===== config.mk =====
export PLATFORM = sky130hd
export DESIGN_NAME = add32_pipe_flat
export DESIGN_NICKNAME = d
export VERILOG_FILES = /design/src/rtl/add32_pipe_pkg.sv /design/src/rtl/add32_pipe_if.sv /design/src/rtl/add32_pipe_sixteen_adder.sv /design/src/rtl/add32_pipe.sv /design/src/flat_wrapper.sv
export SDC_FILE = /design/constraint.sdc
export NUM_CORES = 1
export LEC_CHECK = 0
export CAP_MARGIN = 15
export CORE_MARGIN = 2
export CORE_UTILIZATION = 46
export CTS_CLUSTER_SIZE = 40
export DETAILED_ROUTE_END_ITERATION = 10
export PLACE_DENSITY = 0.87
export REMOVE_ABC_BUFFERS = 1
export SYNTH_ARGS = -nofsm -noshare
export SYNTH_HDL_FRONTEND = slang
export SYNTH_SLANG_ARGS = --single-unit

===== constraint.sdc =====
create_clock -name clk -period 4.45 [get_ports clk]
set_input_delay 0.89 -clock clk [delete_from_list [all_inputs] [get_ports clk]]
set_output_delay 0.89 -clock clk [all_outputs]
set_load 0.01 [all_outputs]

===== src/rtl/add32_pipe_pkg.sv =====
// Shared constants for the two-stage 32-bit add/subtract pipe.
// Saturation constants are used when ADD32_PIPE_SAT_EN is defined.
package add_pkg;

    localparam int          ADD_W    = 32;
    localparam int          ADD_HALF = 16;
    localparam logic [31:0] SAT_POS  = 32'h7FFF_FFFF;
    localparam logic [31:0] SAT_NEG  = 32'h8000_0000;

endpackage


===== src/rtl/add32_pipe_if.sv =====
// Operand/result stream bundle for add32_pipe.
// The master drives operands and consumes results; the slave is the adder pipe.
interface add32_pipe_if
    import add_pkg::*;
#(
    parameter int WIDTH = ADD_W
);

    logic             in_valid;
    logic             in_ready;
    logic [WIDTH-1:0] in_x;
    logic [WIDTH-1:0] in_y;
    logic             in_sub;
    logic             out_valid;
    logic             out_ready;
    logic [WIDTH-1:0] out_sum;
    logic             out_cout;
    logic             out_ovf;
    logic             out_zero;

    modport master (
        output in_valid, in_x, in_y, in_sub, out_ready,
        input  in_ready, out_valid, out_sum, out_cout, out_ovf, out_zero
    );

    modport slave (
        input  in_valid, in_x, in_y, in_sub, out_ready,
        output in_ready, out_valid, out_sum, out_cout, out_ovf, out_zero
    );

endinterface


===== src/rtl/add32_pipe_sixteen_adder.sv =====
// Purely combinational W-bit ripple slice with carry in and carry out.
// Both pipeline stages of add32_pipe use this slice.
module SixteenAdder #(
    parameter int W = 16
) (
    input  logic [W-1:0] a,
    input  logic [W-1:0] b,
    input  logic         cin,
    output logic [W-1:0] sum,
    output logic         cout
);

    assign {cout, sum} = {1'b0, a} + {1'b0, b} + {{W{1'b0}}, cin};

endmodule


===== src/rtl/add32_pipe.sv =====
// Two-stage pipelined 32-bit add/subtract with valid/ready on both sides.
// Define ADD32_PIPE_SAT_EN for signed saturation of the result in stage 2.
module add32_pipe
    import add_pkg::*;
#(
    parameter int WIDTH = ADD_W,
    parameter int HALF  = ADD_HALF
) (
    input  logic       clk,
    input  logic       rst,
    add32_pipe_if.slave bus
);

    logic [WIDTH-1:0] y_eff_s;
    logic [HALF-1:0]  lo_sum_s;
    logic             c16_s;
    logic [HALF-1:0]  hi_sum_s;
    logic             cout_s;
    logic [WIDTH-1:0] res_sum_s;
    logic             ovf_s;
    logic             zero_s;
    logic             s2_ready_s;
    logic             in_ready_s;
    logic             in_fire_s;

    logic             s1_valid_r;
    logic [HALF-1:0]  s1_lo_r;
    logic             s1_c16_r;
    logic [HALF-1:0]  s1_x_hi_r;
    logic [HALF-1:0]  s1_y_hi_r;
    logic             s1_lo_zero_r;

    logic             out_valid_r;
    logic [WIDTH-1:0] out_sum_r;
    logic             out_cout_r;
    logic             out_ovf_r;
    logic             out_zero_r;

    // Handshake: each stage may load when it is empty or its content leaves this cycle.
    assign s2_ready_s = ~out_valid_r | bus.out_ready;
    assign in_ready_s = ~s1_valid_r | s2_ready_s;
    assign in_fire_s  = bus.in_valid & in_ready_s;

    // Subtraction is X + ~Y + 1; the +1 enters as carry-in of the low slice.
    always_comb begin
        y_eff_s = bus.in_y;
        if (bus.in_sub) begin
            y_eff_s = ~bus.in_y;
        end else begin
            y_eff_s = bus.in_y;
        end
    end

    SixteenAdder #(.W(HALF)) u_lo_add (
        .a    (bus.in_x[HALF-1:0]),
        .b    (y_eff_s[HALF-1:0]),
        .cin  (bus.in_sub),
        .sum  (lo_sum_s),
        .cout (c16_s)
    );

    // Stage 1 register: low-half result, inter-slice carry and the high operand halves.
    always_ff @(posedge clk) begin
        if (rst) begin
            s1_valid_r   <= 1'b0;
            s1_lo_r      <= {HALF{1'b0}};
            s1_c16_r     <= 1'b0;
            s1_x_hi_r    <= {HALF{1'b0}};
            s1_y_hi_r    <= {HALF{1'b0}};
            s1_lo_zero_r <= 1'b0;
        end else if (in_ready_s) begin
            s1_valid_r <= bus.in_valid;
            if (in_fire_s) begin
                s1_lo_r      <= lo_sum_s;
                s1_c16_r     <= c16_s;
                s1_x_hi_r    <= bus.in_x[WIDTH-1:HALF];
                s1_y_hi_r    <= y_eff_s[WIDTH-1:HALF];
                s1_lo_zero_r <= (lo_sum_s == {HALF{1'b0}});
            end
        end
    end

    SixteenAdder #(.W(HALF)) u_hi_add (
        .a    (s1_x_hi_r),
        .b    (s1_y_hi_r),
        .cin  (s1_c16_r),
        .sum  (hi_sum_s),
        .cout (cout_s)
    );

    // Stage 2 result and flags; the sign bits of x and y' live in the high-half registers.
    always_comb begin
        res_sum_s = {hi_sum_s, s1_lo_r};
        ovf_s     = (s1_x_hi_r[HALF-1] == s1_y_hi_r[HALF-1]) &&
                    (hi_sum_s[HALF-1] != s1_x_hi_r[HALF-1]);
        zero_s    = s1_lo_zero_r && (hi_sum_s == {HALF{1'b0}});
`ifdef ADD32_PIPE_SAT_EN
        if (ovf_s) begin
            if (s1_x_hi_r[HALF-1]) begin
                res_sum_s = SAT_NEG;
            end else begin
                res_sum_s = SAT_POS;
            end
            zero_s = (res_sum_s == {WIDTH{1'b0}});
        end else begin
            zero_s = s1_lo_zero_r && (hi_sum_s == {HALF{1'b0}});
        end
`endif
    end

    // Output register: holds its beat while the consumer stalls.
    always_ff @(posedge clk) begin
        if (rst) begin
            out_valid_r <= 1'b0;
            out_sum_r   <= {WIDTH{1'b0}};
            out_cout_r  <= 1'b0;
            out_ovf_r   <= 1'b0;
            out_zero_r  <= 1'b0;
        end else if (s2_ready_s) begin
            out_valid_r <= s1_valid_r;
            if (s1_valid_r) begin
                out_sum_r  <= res_sum_s;
                out_cout_r <= cout_s;
                out_ovf_r  <= ovf_s;
                out_zero_r <= zero_s;
            end
        end
    end

    assign bus.in_ready  = in_ready_s;
    assign bus.out_valid = out_valid_r;
    assign bus.out_sum   = out_sum_r;
    assign bus.out_cout  = out_cout_r;
    assign bus.out_ovf   = out_ovf_r;
    assign bus.out_zero  = out_zero_r;

endmodule


===== src/flat_wrapper.sv =====
// flat-port wrapper written by rule: the top's interface ports become plain ports
module add32_pipe_flat import add_pkg::*;
#(
    parameter int WIDTH = ADD_W,
    parameter int HALF  = ADD_HALF
)
  (clk, rst, bus_in_valid, bus_in_x, bus_in_y, bus_in_sub, bus_out_ready, bus_in_ready, bus_out_valid, bus_out_sum, bus_out_cout, bus_out_ovf, bus_out_zero);
  add32_pipe_if #(.WIDTH(WIDTH)) bus_i ();
  input  logic clk;
  input  logic rst;
  input wire logic [$bits(bus_i.in_valid)-1:0] bus_in_valid;
  input wire logic [$bits(bus_i.in_x)-1:0] bus_in_x;
  input wire logic [$bits(bus_i.in_y)-1:0] bus_in_y;
  input wire logic [$bits(bus_i.in_sub)-1:0] bus_in_sub;
  input wire logic [$bits(bus_i.out_ready)-1:0] bus_out_ready;
  output wire logic [$bits(bus_i.in_ready)-1:0] bus_in_ready;
  output wire logic [$bits(bus_i.out_valid)-1:0] bus_out_valid;
  output wire logic [$bits(bus_i.out_sum)-1:0] bus_out_sum;
  output wire logic [$bits(bus_i.out_cout)-1:0] bus_out_cout;
  output wire logic [$bits(bus_i.out_ovf)-1:0] bus_out_ovf;
  output wire logic [$bits(bus_i.out_zero)-1:0] bus_out_zero;
  assign bus_i.in_valid = bus_in_valid;
  assign bus_i.in_x = bus_in_x;
  assign bus_i.in_y = bus_in_y;
  assign bus_i.in_sub = bus_in_sub;
  assign bus_i.out_ready = bus_out_ready;
  assign bus_in_ready = bus_i.in_ready;
  assign bus_out_valid = bus_i.out_valid;
  assign bus_out_sum = bus_i.out_sum;
  assign bus_out_cout = bus_i.out_cout;
  assign bus_out_ovf = bus_i.out_ovf;
  assign bus_out_zero = bus_i.out_zero;
  add32_pipe #(.WIDTH(WIDTH), .HALF(HALF)) u_core (.clk(clk), .rst(rst), .bus(bus_i));
endmodule

# ---- Word level (Yosys, flattened, before mapping)
# Cells that the tools add are included.
dict set report word_totals {
  register_bits 87
}
dict set report classes {
  bitwise_logic 6
  eq_ne 2
  n_reduce_logical 6
  mux 1
  add_sub_neg 4
}
# cell count
set ops {}
lappend ops {{$add A16 B16 Y17} 2}
lappend ops {{$add A17 B1 Y17} 2}
lappend ops {{$logic_not A16 Y1} 2}
lappend ops {{$mux W32} 1}
lappend ops {{$not A32 Y32} 1}
lappend ops {{$reduce_and A2 Y1} 2}
lappend ops {{$logic_and A1 B1 Y1} 2}
lappend ops {{$not A1 Y1} 2}
lappend ops {{$or A1 B1 Y1} 2}
lappend ops {{$and A1 B1 Y1} 1}
lappend ops {{$eq A1 B1 Y1} 1}
lappend ops {{$ne A1 B1 Y1} 1}

# ---- Longest topological paths before layout
# Gate-level depths: netlist of run 1.
dict set report logic_depth {
  word_depth 5
  ltp_mapped 14
  mapped_depth_nobuf 11
}

# ---- By module
# Synthesis of run 1 repeated with hierarchy kept, for this count alone.
dict set report unflattened {
  hier_cells 609
  area_unflattened_um2 5277.6
}
# mod n_inst area_per_inst_um2 seq_area_each_um2 cells_each
set modules_own_cells {}
lappend modules_own_cells {add32_pipe 1 3796.1 1741.7 428}
lappend modules_own_cells {{SixteenAdder (u_core.u_lo_add)} 1 748.2 0.0 92}
lappend modules_own_cells {{SixteenAdder (u_core.u_hi_add)} 1 733.2 0.0 89}

# ---- Worst setup path before layout of run 1
# No wires, ideal clock.
dict set report synth_timing {
  path_kind {input port to flip-flop}
  from {in bus_in_sub}
  to {reg u_core.s1_lo_zero_r}
  path_buffers 4
  t_required_ns 4.333
  path_slack_ns 0.217
  cell_stages 13
  t_arrival_ns 4.116
  cell_sequence {clkbuf_1 -> buf_1 -> clkbuf_1 -> xor2_1 -> ha_1 -> clkbuf_1 -> a2111oi_1 -> nand2_1 -> o221ai_1 -> o221ai_1 -> o311ai_1 -> or2_1 -> o21ai_1}
}
dict set report synth_via {
  elab_chain_cells 4
}
# item line_no
set synth_rtl {}
lappend synth_rtl {{start, declared} flat_wrapper.sv:14} ;# input wire logic [$bits(bus_i.in_sub)-1:0] bus_in_sub;
lappend synth_rtl {{$mux W32} add32_pipe.sv:47} ;# if (bus.in_sub) begin
lappend synth_rtl {{$add A16 B16 Y17} add32_pipe_sixteen_adder.sv:13} ;# assign {cout, sum} = {1'b0, a} + {1'b0, b} + {{W{1'b0}}, cin};
lappend synth_rtl {{$add A17 B1 Y17 *} add32_pipe_sixteen_adder.sv:13}
lappend synth_rtl {{$logic_not A16 Y1 *} add32_pipe.sv:78} ;# s1_lo_zero_r <= (lo_sum_s == {HALF{1'b0}});
lappend synth_rtl {{end signal, assigned} add32_pipe.sv:78}
lappend synth_rtl {{end, declared} add32_pipe.sv:31} ;# logic s1_lo_zero_r;
# Mark *: on every way between the ends. The rest lies on a longest branch, timed or not.
# A chain may end at the register's enable or synchronous reset.

# ---- Worst setup path in the final report of run 1
dict set report layout_timing {
  from {in bus_in_y[1]}
  to {reg u_core.s1_lo_zero_r}
}
dict set report layout_via {
  elab_chain_cells 5
}
# item line_no
set layout_rtl {}
lappend layout_rtl {{start, declared} flat_wrapper.sv:13} ;# input wire logic [$bits(bus_i.in_y)-1:0] bus_in_y;
lappend layout_rtl {{$not A32 Y32} add32_pipe.sv:48} ;# y_eff_s = ~bus.in_y;
lappend layout_rtl {{$mux W32 *} add32_pipe.sv:47}
lappend layout_rtl {{$add A16 B16 Y17 *} add32_pipe_sixteen_adder.sv:13}
lappend layout_rtl {{$add A17 B1 Y17 *} add32_pipe_sixteen_adder.sv:13}
lappend layout_rtl {{$logic_not A16 Y1 *} add32_pipe.sv:78}
# Marks and branches as above.

==> results of run 1 <==
[per-layer routing]
layer  routed length, µm  vias to the layer above  GRT usage (%)
li1                    -                     2290              -
met1                4740                     2148           23.5
met2                6170                      135           39.5
met3                 579                       32           2.94
met4                 314                        0           10.6
met5                   0                        -              0
[per-stage QoR]
step / std cells / setup slack [ns] / hold slack (ns)
2_1_floorplan: 577 / 0.751 / 0.426
3_3_place_gp: 824 / 0.571 / 0.436
3_5_place_dp: 824 / 0.331 / 0.446
4_1_cts: 837 / 0.695 / 0.458
5_1_grt: 837 / 0.377 / 0.473
6_report: 837 / 0.593 / 0.456
[final cells by class]
class                           instances  area (µm²)
Fill cell                             885        4080
Multi-Input combinational cell        471        2910
Sequential cell                        87        1740
Timing Repair Buffer                  111        1090
Tap cell                              136         170
Clock buffer                            9         124
Clock inverter                          4        97.6
Inverter                               19        71.3
[critical path: cells and delay by family]
family,cells,cell delay (ns)
XOR/XNOR,2,0.39
adder cells (fa/ha/maj),1,0.45
AND/OR/NAND/NOR,4,0.76
buffers and inverters,2,0.58
AO/OA/AOI/OAI,3,1.07
[synthesized netlist by cell type (3+ instances only)]
cell | n | area [µm²]
a2111oi_0 | 4 | 35.0
a211oi_1 | 26 | 195
a21o_1 | 3 | 22.5
a21oi_1 | 75 | 375
clkbuf_1 | 30 | 113
dfxtp_1 | 87 | 1740
fa_1 | 3 | 60.1
ha_1 | 30 | 375
inv_1 | 19 | 71.3
nand2_1 | 111 | 417
nand2b_1 | 3 | 18.8
nand3_1 | 10 | 50.1
nand3b_1 | 4 | 30.0
nand4_1 | 3 | 18.8
nor2_1 | 57 | 214
nor2b_1 | 4 | 25.0
nor3_1 | 6 | 30.0
nor4_1 | 6 | 37.5
o211ai_1 | 3 | 22.5
o21ai_0 | 15 | 75.1
o21ai_1 | 4 | 20.0
o21bai_1 | 5 | 37.5
o221ai_1 | 3 | 26.3
or3_1 | 4 | 25.0
xnor2_1 | 34 | 298
xor2_1 | 23 | 201
[power groups by stage]
stage                     combinational, µW  clock [µW]  sequential (µW)
final                                   547         631              868
after detailed placement                539           0              886
after global placement                  518           0              882
after global routing                    607         668              875
after floorplan                         341           0              885
after CTS                               543         638              868
[worst min-delay path by stage]
| stage | startpoint | endpoint | slack, ns | depth (start not counted) |
|---|---|---|---|---|
| CTS | u_core.s1_lo_r[0] | u_core.bus.out_sum[0] | 0.46 | 2 |
| finish | u_core.s1_lo_r[0] | u_core.bus.out_sum[0] | 0.46 | 2 |
| global placement | u_core.s1_lo_r[8] | u_core.bus.out_sum[8] | 0.44 | 2 |
| global route | u_core.s1_lo_r[12] | u_core.bus.out_sum[12] | 0.47 | 2 |
| floorplan | u_core.s1_lo_r[10] | u_core.bus.out_sum[10] | 0.43 | 2 |
| detailed placement | u_core.s1_lo_r[0] | u_core.bus.out_sum[0] | 0.45 | 2 |
[sequential cells by signal (all words and copies together) (netlist names)]
signal                cells
u_core.s1_valid_r         1
u_core.s1_c16_r           1
u_core.bus.out_ovf        1
u_core.bus.out_cout       1
u_core.s1_lo_r           16
u_core.s1_x_hi_r         16
u_core.bus.out_sum       32
u_core.s1_y_hi_r         16
u_core.bus.out_zero       1
u_core.s1_lo_zero_r       1
u_core.bus.out_valid      1
[logic make-up (layout without fill, tap and decap cells)]
logic type               Yosys count  after routing  share of synthesized area (%)
multiplexers                       2              2                          0.415
adder cells (fa/ha/maj)           33             33                           9.02
buffers and inverters             51            143                           3.96
XOR/XNOR                          57             57                           10.3
AO/OA/AOI/OAI                    157            157                           20.1
flip-flops                        87             87                           36.1
AND/OR/NAND/NOR                  222            222                           20.2
==> impl_results.md, run 1 <==
* Htree depth at 3
* Worst EP required at around 4.7 ns
* Gr usage total at 21.3%
* Power Total at 2050 µW
* GPL Wtd Cong at approximately 0.90
* CTS hold repair buffers at 0
* Clock root cell: clkbuf_8
* Core Util, Final at 60.3%
* Asr flop ratio synth at 0%
* Post-CTS Setup Bufs at 0
* Antenna cells at 0
* Synth warn at 0
* Hold Crit Class: register to register
* Pwr per Cell Area at 330 nW/µm²
* Most used DFF post-synth: dfxtp_1
* Setup_tns at 0 ns
* Critical path's slowest cell: a2111oi_0
* Outcome: finished, final reports clean
* Switching Fraction at 28.9%
* Core Rows at 37
* Core Region at 10,300 µm²
* Fmax at 0.259 GHz
* CTS resizes at 0
* CP Max Fanout at 3
* Max-cap violations at 0
* Die Span X at 106 µm
* Layout cells sized above 1 at 3.57%
* Final Max Slew Viols at 0
* Total gr overflow at 0
* Peak supply drop at between 0.15 and 0.2 mV
* Setup crit start: bus_in_y[1]
* Critical Path, Cell by Cell: clkdlybuf4s50_1 -> xor2_1 -> inv_1 -> fa_1 -> nor2b_1 -> o211ai_1 -> a2111oi_0 -> nor2_1 -> xnor2_1 -> nor4_1 -> nand4b_1 -> o21ai_1
* Post-Syn Instances at 609
* Lkg Pwr at around 0.0024 µW
* Reg2reg setup slack at 0.92 ns
* Psw at 591 µW
* Final period util at 86.7%
* Rel. slew slack at 40.9%
* Crit path DAT at roughly 4.1 ns
* FF+latch count, synth at 87
* DRC at 0
* Final setup viols at 0
* Worst Reg-to-Reg Cells at 10
* Initial antenna violation count at 0
* Area delta synth->final at 28.3%
* Crit Path Class: input pin to register
* Cts bufs inserted at 9
* Nets at 801
* Die Span Y at 106 µm
* CTS tree: done
* Area after DPL at 5980 µm²
* WL/cell at 14.1 µm
* Combinational Power Share at roughly a quarter
* Crit-path max cell delay at ~0.79 ns
* Internal cell power at 1450 µW
* Clock network latency to the later pin of the worst-skew pair at 0.34 ns
* Detailed placement HPWL at 8.58 mm
* Mapped Area at 4830 µm²
* Crit. End Element: register
* CP startpoint kind: input pin
* Clk pin slew, worst setup/hold paths at 0.08 ns
* Pin count of the biggest net entering global routing at 88
* Clock sinks at 87
* Post-synth EDFFs at 0
* Sequential Power Share at 42.4%
* Antenna-violating nets left at 0
* RSZ-0062 raised after global routing: false
* Pre-antenna DRT Iters at 4
* Vias per cell at 5.50
* Number of global-route vias before repair at between 4,000 and 5,000
* Clock Path Buffers at 2
* Final Hold Viols at 0
* Die ar. at approximately 11,000 µm²
* Layout Skew at 0.00718 ns
* Drt total wl at between 10 and 15 mm
* Worst Tran Pin Value at around 0.86 ns
* I/O Pins at between 100 and 150
* RR Startpoint: u_core.s1_y_hi_r[0]
* Syn avg cell area at 7.93 µm²
* Most common cell after layout, fill and taps aside: nand2_1
* Sequential share of the synthesized area at 36.1%
* Critical Path End: u_core.s1_lo_zero_r
* Reg2reg end: u_core.bus.out_zero
* Port Buf Inserts at 105
* Highest-count cells in the layout ignoring fill and taps: nand2_1 (111), clkdlybuf4s50_1 (103), dfxtp_1 (87)
* Finished Cell Area at 6200 µm²
* First-pass GRT wire length at 19.8 mm
* Min cycle time layout at 3.86 ns
* Post-synth cell types at between 50 and 60
* Initial Util at 47.0%
* Power share of the clock group at between 30% and 40%
* Via count at 4,605
* Starting DRT DRC Count at roughly 170
No activity file was read; power rests on OpenSTA's default activity.
==> run 2, diff against run 1 <==
--- a/config.mk
+++ b/config.mk
@@ -6,12 +6,11 @@
 export NUM_CORES = 1
 export LEC_CHECK = 0
 export CAP_MARGIN = 15
-export CORE_MARGIN = 2
+export CORE_MARGIN = 5
 export CORE_UTILIZATION = 46
 export CTS_CLUSTER_SIZE = 40
 export DETAILED_ROUTE_END_ITERATION = 10
 export PLACE_DENSITY = 0.87
-export REMOVE_ABC_BUFFERS = 1
 export SYNTH_ARGS = -nofsm -noshare
 export SYNTH_HDL_FRONTEND = slang
 export SYNTH_SLANG_ARGS = --single-unit
==> run 2 against run 1 <==
Net effect: critical path depth stayed put; first-iteration DRC count rose by 95%; design area shrank 0.93%; clock power shrank 24%; setup slack gained 0.089 ns; total power shrank 6.4%; largest cell class unchanged; highest routed layer unchanged.
==> impl_results.md, run 2 (synthesized netlist as in run 1, its figures left out) <==
* CTS resizes at 0 (unchanged)
* Drt total wl at 12.5 mm (+5.5%)
* Rel. slew slack at 44.0% (+3.1 points)
* Layout cells sized above 1 at 3.70% (+0.13 points)
* Number of global-route vias before repair at 4,509 (-1.1%)
* Clock network latency to the later pin of the worst-skew pair at 0.36 ns (+0.02 ns)
* Peak supply drop at 0.135 mV (-23%)
* Crit path DAT at 4.07 ns (-0.07 ns)
* Nets at 801 (unchanged)
* Initial Util at 47.0% (unchanged)
* Port Buf Inserts at 105 (unchanged)
* Critical Path End: u_core.s1_lo_zero_r
* Final Max Slew Viols at 0 (unchanged)
* Levels on crit path at 12 (unchanged)
* WP buf/inv at 2 (unchanged)
* WL/cell at 14.8 µm (+5.2%)
* Die Span Y at 112 µm (+5.6%)
* Setup_tns at 0 ns (unchanged)
* Fmax at 0.265 GHz (+2.4%)
* Critical path's slowest cell: a2111oi_0
* RR Startpoint: u_core.s1_y_hi_r[0]
* Final period util at 84.7% (-2.0 points)
* Pin count of the biggest net entering global routing at 89 (+1.1%)
* Antenna cells at 0 (unchanged)
* Worst Tran Pin Value at 0.840 ns (-0.0241 ns)
* Worst EP required at 4.75 ns (+0.02 ns)
* Antenna-violating nets left at 0 (unchanged)
* Vias per cell at 5.44 (-1.1%)
* Via count at 4,567 (-0.83%)
* CP startpoint kind: input pin
* Core Util, Final at 59.8% (-0.56 points)
* I/O Pins at 106 (unchanged)
* First-pass GRT wire length at 21.0 mm (+5.6%)
* Clock Path Buffers at 2 (unchanged)
* Clock sinks at 87 (unchanged)
* Die ar. at 12,600 µm² (+12%)
* Detailed placement HPWL at 9.62 mm (+12%)
* Htree depth at 3 (unchanged)
* Max FFs per register at 32 (unchanged)
* Core Rows at 37 (unchanged)
* Lkg Pwr at 0.00234 µW (-0.95%)
* Worst Hold Launch: u_core.s1_lo_r[9]
* Final setup viols at 0 (unchanged)
* Reg2reg end: u_core.bus.out_zero
* # fillers at 943 (+6.6%)
* Initial antenna violation count at 0 (unchanged)
* Crit-path max cell delay at 0.65 ns (-0.14 ns)
* Worst hold slack at 0.453 ns (-0.00273 ns)
* Clk pin slew, worst setup/hold paths at 0.08 ns (about the same)
* Post-CTS Setup Bufs at 0 (unchanged)
* Crit. End Element: register
* Crit Path Class: input pin to register
* Crit-path leading delay family: compound AO/OA/AOI/OAI gates
* Most common cell after layout, fill and taps aside: nand2_1
* Final Hold Viols at 0 (unchanged)
* Worst Reg-to-Reg Cells at 10 (unchanged)
* Highest-count cells in the layout ignoring fill and taps: nand2_1 (111), clkdlybuf4s50_1 (103), dfxtp_1 (87)
* Die Span X at 112 µm (+5.6%)
* Core Region at 10,300 µm² (unchanged)
* Hold Crit Class: register to register
* Gr usage total at 19.9% (-1.4 points)
* Worst setup margin at 0.681 ns (+0.0886 ns)
* Reg2reg setup slack at 0.98 ns (+0.06 ns)
* Pwr per Cell Area at 312 nW/µm² (-5.5%)
* Outcome: finished, final reports clean
* Total gr overflow at 0 (unchanged)
* CP Max Fanout at 3 (unchanged)
* Critical Path, Cell by Cell: clkdlybuf4s50_1 -> xor2_1 -> inv_1 -> fa_1 -> nor2b_1 -> o211ai_1 -> a2111oi_0 -> nor2_1 -> xnor2_1 -> nor4_1 -> nand4b_1 -> o21ai_1
* Layout Skew at 0.00895 ns (+0.00178 ns)
* Cts bufs inserted at 9 (unchanged)
* DRC at 0 (unchanged)
* Pre-antenna DRT Iters at 5 (+1)
* CTS hold repair buffers at 0 (unchanged)
* RSZ-0062 raised after global routing: false
* Cell depth of the worst hold path at 2 (unchanged)
* Post-place setup slack at 0.377 ns (+0.0465 ns)
* Clock root cell: clkbuf_8
* Syn_nets at slightly above 700
* Starting DRT DRC Count at 325 (+95%)
* Max-cap violations at 0 (unchanged)
* CTS tree: done
* Area delta synth->final at 27.2%
* GPL Wtd Cong at 0.940 (+4.0%)
* Min cycle time layout at 3.77 ns (-0.0886 ns)
* Setup crit start: bus_in_y[1]
run 2: changes by cell type in the layout (fill, tap and decap cells not counted):
| cell | previous run | this run |
|---|---|---|
| clkbuf_8 | 9 | 10 |
| clkbuf_1 | 0 | 1 |
| clkinv_2 | 0 | 3 |
| bufinv_16 | 3 | 0 |
run 2: cell type report:
cell class,instances,area (µm²),area share [%]
flip-flops and latches,87,1740,28.4
inverters,19,71.3,1.16
clock buffers,11,141,2.30
well taps,136,170,2.77
repair buffers,111,1090,17.7
clock inverters,4,22.5,0.367
multi-input cells,471,2910,47.4
run 2: worst min-delay path by stage:
stage | endpoint | slack, ns
floorplan | u_core.bus.out_sum[10] | 0.43
global placement | u_core.bus.out_sum[3] | 0.44
detailed placement | u_core.s1_lo_r[11] | 0.45
CTS | u_core.bus.out_sum[8] | 0.45
global route | u_core.s1_lo_r[10] | 0.48
finish | u_core.bus.out_sum[9] | 0.45
run 2: report_power, final:
group	internal, µW	switching (µW)	leakage [µW]
Sequential	835	34.4	0.000715
Clock	212	267	0.0000850
Combinational	256	311	0.00154
run 2: per-stage QoR:
stage          instances  cell area, µm²  power (µW)
2_1_floorplan        609            4830        1240
3_3_place_gp         824            5980        1420
3_5_place_dp         824            5980        1440
4_1_cts              839            6140        1920
5_1_grt              839            6140        2030
6_report             839            6140        1920
run 2: per-layer routing:
| layer | vias up | track usage, % | wire [µm] |
|---|---|---|---|
| li1 | 2299 | - | - |
| met1 | 2083 | 26.8 | 5780 |
| met2 | 155 | 31.8 | 5690 |
| met3 | 30 | 3.18 | 700 |
| met4 | 0 | 7.85 | 282 |
| met5 | - | 0 | 0 |
run 2: worst reg2reg max path, stage by stage (launching register included):
cell and delay (ns):
dfxtp_1 0.34, fa_1 0.49, fa_1 0.48, a21o_1 0.21
and4_4 0.20, nor2_2 0.13, nor4b_1 0.07, a311o_1 0.31
or4b_1 0.53, or4b_1 0.53, o21ai_1 0.13
==> run 3, diff against run 2 <==
--- a/config.mk
+++ b/config.mk
@@ -7,10 +7,10 @@
 export LEC_CHECK = 0
 export CAP_MARGIN = 15
 export CORE_MARGIN = 5
-export CORE_UTILIZATION = 46
+export CORE_UTILIZATION = 48
 export CTS_CLUSTER_SIZE = 40
 export DETAILED_ROUTE_END_ITERATION = 10
-export PLACE_DENSITY = 0.87
+export PLACE_DENSITY = 0.86
 export SYNTH_ARGS = -nofsm -noshare
 export SYNTH_HDL_FRONTEND = slang
 export SYNTH_SLANG_ARGS = --single-unit
==> constraint.sdc (replaced) <==
create_clock -name clk -period 3.5 [get_ports clk]
set_input_delay 0.7 -clock clk [delete_from_list [all_inputs] [get_ports clk]]
set_output_delay 0.7 -clock clk [all_outputs]
set_load 0.01 [all_outputs]
==> run 3 against run 2 <==
Net effect: utilization is 4.2 points higher; non-clock buffer count grew 6; total power up 35%; highest routed layer unchanged; setup slack got worse by 0.58 ns; clock power grew 54%.
==> impl_results.md, run 3 (synthesized netlist as in run 1, its figures left out) <==
* Outcome: finished, final reports clean
* Total gr overflow at 0 (unchanged)
* Worst EP required at 3.79 ns (-0.96 ns)
* CTS hold repair buffers at 0 (unchanged)
* Multi-input gate area at 2920 µm² (+0.52%)
* Crit path DAT at 3.69 ns (-0.38 ns)
* Reg2reg setup slack at 0.10 ns (-0.88 ns)
* Port Buf Inserts at 105 (unchanged)
* Combinational Power Share at 28.4% (-1.2 points)
* CTS tree: done
* Initial antenna violation count at 0 (unchanged)
* Power share of the clock group at 28.6% (+3.6 points)
* Reg2reg end: u_core.bus.out_zero
* Most common cell after layout, fill and taps aside: nand2_1
* Final Hold Viols at 0 (unchanged)
* Vias per cell at 5.47 (+0.48%)
* Hold path endpoint: u_core.bus.out_sum[27]
* Peak supply drop at 0.190 mV (+41%)
* Layout Skew at 0.00980 ns (+0.000847 ns)
* Clock root cell: clkbuf_8
* Core Rows at 36 (-2.7%)
* Initial Util at 49.4% (+2.4 points)
* Htree depth at 3 (unchanged)
* Final period util at between 90% and 100%
* Psw at 791 µW (+29%)
* Layout cells sized above 1 at 5.21% (+1.5 points)
* # fillers at 839 (-11%)
* RR Startpoint: u_core.s1_y_hi_r[0]
* Number of global-route vias before repair at 4,420 (-2.0%)
* Die Span Y at 110 µm (-1.9%)
* Lkg Pwr at 0.00240 µW (+2.6%)
* Cell depth of the worst hold path at 2 (unchanged)
* Worst Reg-to-Reg Cells at 10 (unchanged)
* Clock network latency to the later pin of the worst-skew pair at 0.35 ns (about the same)
* Cts bufs inserted at 9 (unchanged)
* Worst Tran Pin Value at 0.840 ns (-0.000270 ns)
* DRC at 0 (unchanged)
* Nets at 807 (+0.75%)
* Clk pin slew, worst setup/hold paths at 0.09 ns (about the same)
* Sequential Power Share at 42.9% (-2.5 points)
* Pre-antenna DRT Iters at 6 (+1)
* Worst hold slack at 0.453 ns (-0.000190 ns)
* Antenna-violating nets left at 0 (unchanged)
* Crit Path Class: register to register
* First-pass GRT wire length at 20.4 mm (-2.5%)
* CP Max Fanout at 3 (unchanged)
* Antenna cells at 0 (unchanged)
* Die ar. at 12,200 µm² (-3.8%)
* Core Region at 9770 µm² (-4.9%)
* Rel. slew slack at 44.0% (about the same)
* Detailed placement HPWL at 9.37 mm (-2.6%)
* I/O Pins at 106 (unchanged)
* WL/cell at 14.5 µm (-2.5%)
* Worst Hold Launch: u_core.bus.out_sum[27]
* Clock sinks at 87 (unchanged)
* Finished Layout Cells at 843 (+0.48%)
* Pin count of the biggest net entering global routing at 89 (unchanged)
* Power Total at 2580 µW (+35%)
* Starting DRT DRC Count at 326 (+0.31%)
* Max FFs per register at 32 (unchanged)
* CTS resizes at 0 (unchanged)
* Highest-count cells in the layout ignoring fill and taps: nand2_1 (111), clkdlybuf4s50_1 (103), dfxtp_1 (87)
* Final setup viols at 0 (unchanged)
* Syn_nets at 711 (unchanged)
* Min cycle time layout at 3.40 ns
* Switching Fraction at 30.7% (-1.3 points)
* Area delta synth->final at 29.4%
* Via count at 4,611 (+0.96%)
* Setup_tns at 0 ns (unchanged)
* Max-cap violations at 0 (unchanged)
* Crit. End Element: register
* Drt total wl at 12.2 mm (-2.0%)
* CP startpoint kind: register
* Hold Crit Class: register to register
* Internal cell power at 1790 µW (+37%)
* Post-CTS Setup Bufs at 0 (unchanged)
* Reg area at 1740 µm² (unchanged)
* Final Max Slew Viols at 0 (unchanged)
* GPL Wtd Cong at 0.899 (-4.4%)
* RSZ-0062 raised after global routing: false
* Die Span X at 110 µm (-1.9%)
* Pwr per Cell Area at 412 nW/µm² (+32%)
* Placed Cells at 827 (+0.36%)
* Core Util, Final at 64.0% (+4.2 points)
* Gr usage total at 20.9% (+1.0 points)
* Clock Path Buffers at 2 (unchanged)
* Fmax at approximately 0.3 GHz
-- run 3: cell types whose count changed in the layout (fill, tap and decap cells not counted), moves of 2 or more --
cell,delta
buf_4,+6
clkinv_2,-2
clkbuf_8,+2
clkinv_4,+2
-- run 3: worst max path at each step --
stage	end	from	cells past startpoint
4_1_cts	u_core.bus.out_zero	u_core.s1_y_hi_r[0]	10
2_1_floorplan	u_core.s1_lo_zero_r	bus_in_sub	13
3_3_place_gp	u_core.s1_lo_zero_r	bus_in_y[1]	13
3_5_place_dp	u_core.s1_lo_r[14]	bus_in_y[11]	11
6_report	u_core.bus.out_zero	u_core.s1_y_hi_r[0]	10
5_1_grt	u_core.bus.out_zero	u_core.s1_y_hi_r[0]	10
-- run 3: layout make-up --
cell class | instances | area share, %
inverters | 19 | 1.14
multi-input cells | 471 | 46.8
clock buffers | 12 | 2.64
flip-flops and latches | 87 | 27.9
clock inverters | 4 | 0.841
repair buffers | 117 | 18.1
well taps | 133 | 2.66
-- run 3: critical path: stages, from the launching register on --
cell     delay, ns
dfxtp_1       0.34
fa_2          0.43
fa_1          0.47
a21o_1        0.21
and4_4        0.20
nor2_2        0.14
nor4b_1       0.08
a311o_1       0.30
or4b_1        0.51
or4b_1        0.53
o21ai_1       0.12
-- run 3: power groups by stage --
stage / Combinational (µW) / Clock (µW) / Sequential, µW
6_report: 733 / 738 / 1110
3_5_place_dp: 717 / 0 / 1130
4_1_cts: 723 / 748 / 1110
3_3_place_gp: 691 / 0 / 1130
5_1_grt: 808 / 794 / 1120
2_1_floorplan: 459 / 0 / 1130
-- run 3: through the flow --
step / setup slack [ns] / instance area, µm²
after global routing: 0.000404 / 6250
after detailed placement: -0.0738 / 6020
after global placement: 0.0204 / 6020
after CTS: 0.0370 / 6240
after floorplan: 0.0414 / 4840
final: 0.104 / 6250
-- run 3: routing by layer --
layer	part of all wire, %	GRT usage, %
met1	45	29.0
met2	46	33.8
met3	7.7	3.84
met4	1.2	5.01
met5	0	0
